File: config.mk
export PLATFORM = sky130hd
export DESIGN_NAME = cond_flag_eval_flat
export DESIGN_NICKNAME = d
export VERILOG_FILES = /design/src/rtl/alu_cond_pkg.sv /design/src/rtl/cond_flag_eval_if.sv /design/src/rtl/cond_decode.sv /design/src/rtl/cond_flag_eval.sv /design/src/flat_wrapper.sv
export SDC_FILE = /design/constraint.sdc
export NUM_CORES = 1
export LEC_CHECK = 0
export CAP_MARGIN = 20
export CORE_AREA = 2 2 71 66
export CTS_CLUSTER_SIZE = 30
export DETAILED_ROUTE_END_ITERATION = 7
export DIE_AREA = 0 0 73 68
export GPL_TIMING_DRIVEN = 1
export SLEW_MARGIN = 5
export SYNTH_ARGS = -nofsm -noshare
export SYNTH_HDL_FRONTEND = slang
export SYNTH_SLANG_ARGS = --single-unit
File: constraint.sdc
create_clock -name clk -period 2.1 [get_ports clk]
set_input_delay 0.42 -clock clk [delete_from_list [all_inputs] [get_ports clk]]
set_output_delay 0.42 -clock clk [all_outputs]
set_load 0.02 [all_outputs]
File: src/rtl/alu_cond_pkg.sv
// Shared definitions for NZCV condition evaluation: condition codes, flag bit
// positions and the cond_flag_eval state encoding.
package alu_cond_pkg;

  localparam logic [3:0] COND_EQ = 4'h0;
  localparam logic [3:0] COND_NE = 4'h1;
  localparam logic [3:0] COND_CS = 4'h2;
  localparam logic [3:0] COND_CC = 4'h3;
  localparam logic [3:0] COND_MI = 4'h4;
  localparam logic [3:0] COND_PL = 4'h5;
  localparam logic [3:0] COND_VS = 4'h6;
  localparam logic [3:0] COND_VC = 4'h7;
  localparam logic [3:0] COND_HI = 4'h8;
  localparam logic [3:0] COND_LS = 4'h9;
  localparam logic [3:0] COND_GE = 4'hA;
  localparam logic [3:0] COND_LT = 4'hB;
  localparam logic [3:0] COND_GT = 4'hC;
  localparam logic [3:0] COND_LE = 4'hD;
  localparam logic [3:0] COND_AL = 4'hE;
  localparam logic [3:0] COND_NV = 4'hF;

  localparam int unsigned FLAG_N = 3;
  localparam int unsigned FLAG_Z = 2;
  localparam int unsigned FLAG_C = 1;
  localparam int unsigned FLAG_V = 0;

  localparam logic [1:0] S_IDLE = 2'd0;
  localparam logic [1:0] S_WAIT = 2'd1;
  localparam logic [1:0] S_RESP = 2'd2;

endpackage

File: src/rtl/cond_flag_eval_if.sv
// Condition request / result handshake between a requester and cond_flag_eval.
interface cond_flag_eval_if;
  logic       req_valid;
  logic       req_ready;
  logic [3:0] req_cond;
  logic       res_valid;
  logic       res_ready;
  logic       res_taken;
  logic       res_err;

  modport master (
    output req_valid, req_cond, res_ready,
    input  req_ready, res_valid, res_taken, res_err
  );

  modport slave (
    input  req_valid, req_cond, res_ready,
    output req_ready, res_valid, res_taken, res_err
  );
endinterface

File: src/rtl/cond_decode.sv
// Combinational ARM-style condition decode of a 4-bit code against NZCV.
// Shared with the branch unit.
module cond_decode
  import alu_cond_pkg::*;
(
  input  logic [3:0] cond,
  input  logic [3:0] nzcv,
  output logic       taken,
  output logic       err
);

  logic n, z, c, v;

  assign n = nzcv[FLAG_N];
  assign z = nzcv[FLAG_Z];
  assign c = nzcv[FLAG_C];
  assign v = nzcv[FLAG_V];

  always_comb begin
    taken = 1'b0;
    err   = 1'b0;
    unique case (cond)
      COND_EQ: taken = z;
      COND_NE: taken = ~z;
      COND_CS: taken = c;
      COND_CC: taken = ~c;
      COND_MI: taken = n;
      COND_PL: taken = ~n;
      COND_VS: taken = v;
      COND_VC: taken = ~v;
      COND_HI: taken = c & ~z;
      COND_LS: taken = ~c | z;
      COND_GE: taken = (n == v);
      COND_LT: taken = (n != v);
      COND_GT: taken = ~z & (n == v);
      COND_LE: taken = z | (n != v);
      COND_AL: taken = 1'b1;
      COND_NV: err   = 1'b1;
      default: err   = 1'b1;
    endcase
  end

endmodule

File: src/rtl/cond_flag_eval.sv
// Holds the NZCV register and answers condition requests against it, waiting
// for in-flight compares. Define FLAG_FWD_EN to forward same-cycle flags.
module cond_flag_eval
  import alu_cond_pkg::*;
#(
  parameter int unsigned PEND_TIMEOUT = 16
) (
  input  logic             clk,
  input  logic             rst,
  input  logic             flg_pend,
  input  logic             flg_valid,
  input  logic             flg_n,
  input  logic             flg_z,
  input  logic             flg_c,
  input  logic             flg_v,
  cond_flag_eval_if.slave  bus,
  output logic [3:0]       flags_out,
  output logic             busy
);

  localparam int unsigned CNT_W = (PEND_TIMEOUT > 1) ? $clog2(PEND_TIMEOUT) : 1;
  localparam logic [CNT_W-1:0] CNT_MAX = CNT_W'(PEND_TIMEOUT - 1);

  logic [1:0]       state_q, state_d;
  logic [3:0]       flags_q;
  logic             flags_ok_q, flags_ok_d;
  logic [3:0]       cond_q, cond_d;
  logic [CNT_W-1:0] cnt_q, cnt_d;
  logic             taken_q, taken_d;
  logic             err_q, err_d;

  logic [3:0] flg_in;
  logic [3:0] eval_flags;
  logic       eval_ok;
  logic [3:0] dec_cond;
  logic       dec_taken, dec_err;
  logic       accept;

  assign flg_in = {flg_n, flg_z, flg_c, flg_v};

`ifdef FLAG_FWD_EN
  // Flags arriving alongside a new pend are older than that compare: never forward them.
  logic fwd;
  assign fwd        = flg_valid & ~flg_pend;
  assign eval_flags = fwd ? flg_in : flags_q;
  assign eval_ok    = fwd | flags_ok_q;
`else
  assign eval_flags = flags_q;
  assign eval_ok    = flags_ok_q;
`endif

  assign accept   = bus.req_valid && (state_q == S_IDLE);
  assign dec_cond = (state_q == S_IDLE) ? bus.req_cond : cond_q;

  cond_decode u_decode (
    .cond  (dec_cond),
    .nzcv  (eval_flags),
    .taken (dec_taken),
    .err   (dec_err)
  );

  assign flags_ok_d = flg_pend ? 1'b0 : (flg_valid ? 1'b1 : flags_ok_q);

  always_comb begin
    state_d = state_q;
    cond_d  = cond_q;
    cnt_d   = cnt_q;
    taken_d = taken_q;
    err_d   = err_q;
    case (state_q)
      S_IDLE: begin
        if (accept) begin
          cond_d = bus.req_cond;
          cnt_d  = '0;
          if (eval_ok) begin
            state_d = S_RESP;
            taken_d = dec_taken;
            err_d   = dec_err;
          end else begin
            state_d = S_WAIT;
          end
        end
      end
      S_WAIT: begin
        if (eval_ok) begin
          state_d = S_RESP;
          taken_d = dec_taken;
          err_d   = dec_err;
        end else if (cnt_q == CNT_MAX) begin
          state_d = S_RESP;
          taken_d = 1'b0;
          err_d   = 1'b1;
        end else begin
          cnt_d = cnt_q + CNT_W'(1);
        end
      end
      S_RESP: begin
        if (bus.res_ready) state_d = S_IDLE;
      end
      default: state_d = S_IDLE;
    endcase
  end

  always_ff @(posedge clk) begin
    if (rst) begin
      state_q    <= S_IDLE;
      flags_q    <= 4'b0000;
      flags_ok_q <= 1'b0;
      cond_q     <= 4'h0;
      cnt_q      <= '0;
      taken_q    <= 1'b0;
      err_q      <= 1'b0;
    end else begin
      state_q    <= state_d;
      flags_ok_q <= flags_ok_d;
      cond_q     <= cond_d;
      cnt_q      <= cnt_d;
      taken_q    <= taken_d;
      err_q      <= err_d;
      if (flg_valid) flags_q <= flg_in;
    end
  end

  assign bus.req_ready = (state_q == S_IDLE);
  assign bus.res_valid = (state_q == S_RESP);
  assign bus.res_taken = taken_q;
  assign bus.res_err   = err_q;
  assign flags_out     = flags_q;
  assign busy          = (state_q != S_IDLE);

endmodule

File: src/flat_wrapper.sv
// flat-port wrapper written by rule: the top's interface ports become plain ports
module cond_flag_eval_flat import alu_cond_pkg::*;
#(
  parameter int unsigned PEND_TIMEOUT = 16
)
  (clk, rst, flg_pend, flg_valid, flg_n, flg_z, flg_c, flg_v, flags_out, busy, bus_req_valid, bus_req_cond, bus_res_ready, bus_req_ready, bus_res_valid, bus_res_taken, bus_res_err);
  cond_flag_eval_if bus_i ();
  input  logic clk;
  input  logic rst;
  input  logic flg_pend;
  input  logic flg_valid;
  input  logic flg_n;
  input  logic flg_z;
  input  logic flg_c;
  input  logic flg_v;
  output logic [3:0] flags_out;
  output logic busy;
  input wire logic [$bits(bus_i.req_valid)-1:0] bus_req_valid;
  input wire logic [$bits(bus_i.req_cond)-1:0] bus_req_cond;
  input wire logic [$bits(bus_i.res_ready)-1:0] bus_res_ready;
  output wire logic [$bits(bus_i.req_ready)-1:0] bus_req_ready;
  output wire logic [$bits(bus_i.res_valid)-1:0] bus_res_valid;
  output wire logic [$bits(bus_i.res_taken)-1:0] bus_res_taken;
  output wire logic [$bits(bus_i.res_err)-1:0] bus_res_err;
  assign bus_i.req_valid = bus_req_valid;
  assign bus_i.req_cond = bus_req_cond;
  assign bus_i.res_ready = bus_res_ready;
  assign bus_req_ready = bus_i.req_ready;
  assign bus_res_valid = bus_i.res_valid;
  assign bus_res_taken = bus_i.res_taken;
  assign bus_res_err = bus_i.res_err;
  cond_flag_eval #(.PEND_TIMEOUT(PEND_TIMEOUT)) u_core (.clk(clk), .rst(rst), .flg_pend(flg_pend), .flg_valid(flg_valid), .flg_n(flg_n), .flg_z(flg_z), .flg_c(flg_c), .flg_v(flg_v), .bus(bus_i), .flags_out(flags_out), .busy(busy));
endmodule
==> flow_summary.ini <==
[outcome]
status = complete, no violations

[routing]
vias = 998
drt_first_pass_iters = 4
antenna_left = 0
wire_per_inst_um = 12.2
wirelength_mm = 2.51
drt_iter0_markers = 86
drt-vias-per-instance = 4.84
drc = 0

[power_and_ir_drop]
worst_ir_drop_vdd_mv = 0.182
p_per_area_nw_per_um2 = 655
totalPowerFinal_mw = 0.908
power.leakage_nw = 0.561

[yosys]
async_flop_share_pct = 0
synthDistinctLibCells = 36
ys_seq_area_share_pct = 33.4
ys_seq_elements = 17
synth.area.top_cells = dfxtp_1, mux2i_1, nand2_1
synth_warnings = 0
syn_nets = 140
yosysTopAreaCell = dfxtp_1
synth_cells = 125
post_synth.cell_area_avg_um2 = 8.16
netlist_area_um2 = 1020
synth_edf_count = 0
ys.flop_type = dfxtp_1
synth_top_area_share_pct = 33.4

[timing]
maxSlewHeadroom_pct = 73.3
finClkSkew_ns = 0.00289
tightestPinTransition_ns = 0.397
fmax_ghz = 0.502
slew_violations = 0
grt_setup_unrepaired = false
tns_ns = 0
hold_violations = 0
finalCritPeriodShare_pct = 94.9
fin_ws_ns = 0.107
setup_viol = 0
timing.final.crit_period_ns = 1.99
whs_ns = 0.494

[layout]
n_antenna_cell = 0
syn_to_final_growth_pct = 36.1
final_util_pct = 32.4
fin_nets = 172
layout-drive-gt1-share_pct = 12.2

[floorplanning]
start_util_pct = 23.8
die_area_um2 = 4960
die_h_um = 68
die_w_um = 73
ios = 23
row_count = 23
coreArea_um2 = 4290

[placement]
dp_slack_ns = -0.0674
place.gp.congestion = 0.844
io_buffers = 22
hpwlAfterDp_mm = 1.93

[cts]
cts_buffers = 3
clk_latency_ns = 0.25
cts_tree = built
root_buffer = clkbuf_8
cts.hold.buffers_added = 0
clock-sinks = 17
clkTransAtPathRegs_ns = 0.07
htree_levels = 1
cts_buffer_depth = 2

[worst_hold_path]
hold_path_class = reg -> reg

[global_routing]
grt_pass1_vias = 878
top_usage_layer = met2
grt_usage_pct = 10.6
grt_max_degree = 11
antenna_found_initial = 0
use_met2_pct = 15.3
grt-ovfl-total = 0
grt_use_met1_pct = 15.0
grt_first_pass_wirelength_mm = 4.04
use_met3_pct = 2.21

[setup_path]
criticalPathCategory = reg -> out
timing.critical_path.arrival_ns = 1.57
worstSetupStartpointType = flip-flop
end_kind = primary output
cp_max_fo = 7
cp.required_ns = 1.68

[run]
drv_cap = 0
synth_stat cells (2+ instances only):
cell / number
nor2b_1: 3
nand4_1: 2
a21oi_1: 11
nand3b_1: 4
o211a_1: 2
nor3_1: 6
nor2_1: 10
o21ai_0: 3
nand3_1: 9
xor2_1: 3
inv_1: 5
mux2i_1: 8
or4_1: 2
clkbuf_1: 4
nand2_1: 16
dfxtp_1: 17
cells in the final DEF (no fill, tap or decap), types with 2 or more instances in the layout:
master,synthesis,final
clkbuf_8,0,3
xor2_1,3,3
inv_1,5,5
nand4_1,2,2
o21ai_0,3,3
nor3_1,6,6
o211a_1,2,2
clkdlybuf4s50_1,0,22
a21oi_1,11,11
nor2b_1,3,3
buf_4,0,11
nand3b_1,4,4
nor2_1,10,10
or4_1,2,2
mux2i_1,8,8
dfxtp_1,17,17
nand3_1,9,9
nand2_1,16,16
final timing paths:
path / from / end / slack (ns) / depth (start not counted)
worst max-delay path: u_core.state_q[1] / bus_req_ready / 0.11 / 3
worst min-delay path: u_core.cond_q[3] / u_core.cond_q[3] / 0.49 / 2
worst max register to register: u_core.state_q[1] / u_core.bus.res_taken / 0.18 / 8
worst min register to register: u_core.cond_q[3] / u_core.cond_q[3] / 0.49 / 2
cells by family after synthesis:
family	synth area share, %
flip-flops	33.4
AO/OA/AOI/OAI	16.7
adder cells (fa/ha/maj)	1.23
multiplexers	11.2
buffers and inverters	7.48
AND/OR/NAND/NOR	27.5
XOR/XNOR	2.58
per-stage QoR:
| stage | area, um^2 | instances |
|---|---|---|
| after global placement | 1340 | 202 |
| after detailed placement | 1340 | 202 |
| after global routing | 1390 | 206 |
| final | 1390 | 206 |
| after CTS | 1390 | 206 |
| after floorplan | 1020 | 125 |
power by group:
part | total [mW] | switching (mW) | internal [mW]
clock | 0.244 | 0.113 | 0.132
combinational | 0.300 | 0.153 | 0.147
sequential | 0.364 | 0.0217 | 0.343
total | 0.908 | 0.287 | 0.622
per-layer routing:
metal	vias to the layer above	wire length (um)
li1	513	-
met1	458	1290
met2	25	1070
met3	2	120
met4	0	32
met5	-	0
final cells by class:
type                            count  area (um^2)
Fill cell                         450         2900
Multi-Input combinational cell     96          606
Sequential cell                    17          340
Timing Repair Buffer               33          303
Tap cell                           50         62.6
Clock buffer                        3         41.3
Inverter                            6         30.0
Clock inverter                      1         5.00
registers in the layout, indices dropped and copies added, names as in the netlist:
name	count
u_core.eval_ok	1
u_core.cond_q	4
u_core.state_q	2
u_core.cnt_q	4
u_core.flags_out	4
u_core.bus.res_taken	1
u_core.bus.res_err	1
critical path: stages (launching register included):
cell and delay [ns]:
dfxtp_1 0.31, or2_4 0.31, inv_8 0.10, clkdlybuf4s50_1 0.60
what timing repair did:
item / in CTS / in global routing
gates resized for setup: 1 / 0
endpoints found under the setup margin: 1 / 0
buffers inserted: 0 / 0
No activity file was read; power rests on OpenSTA's default activity.
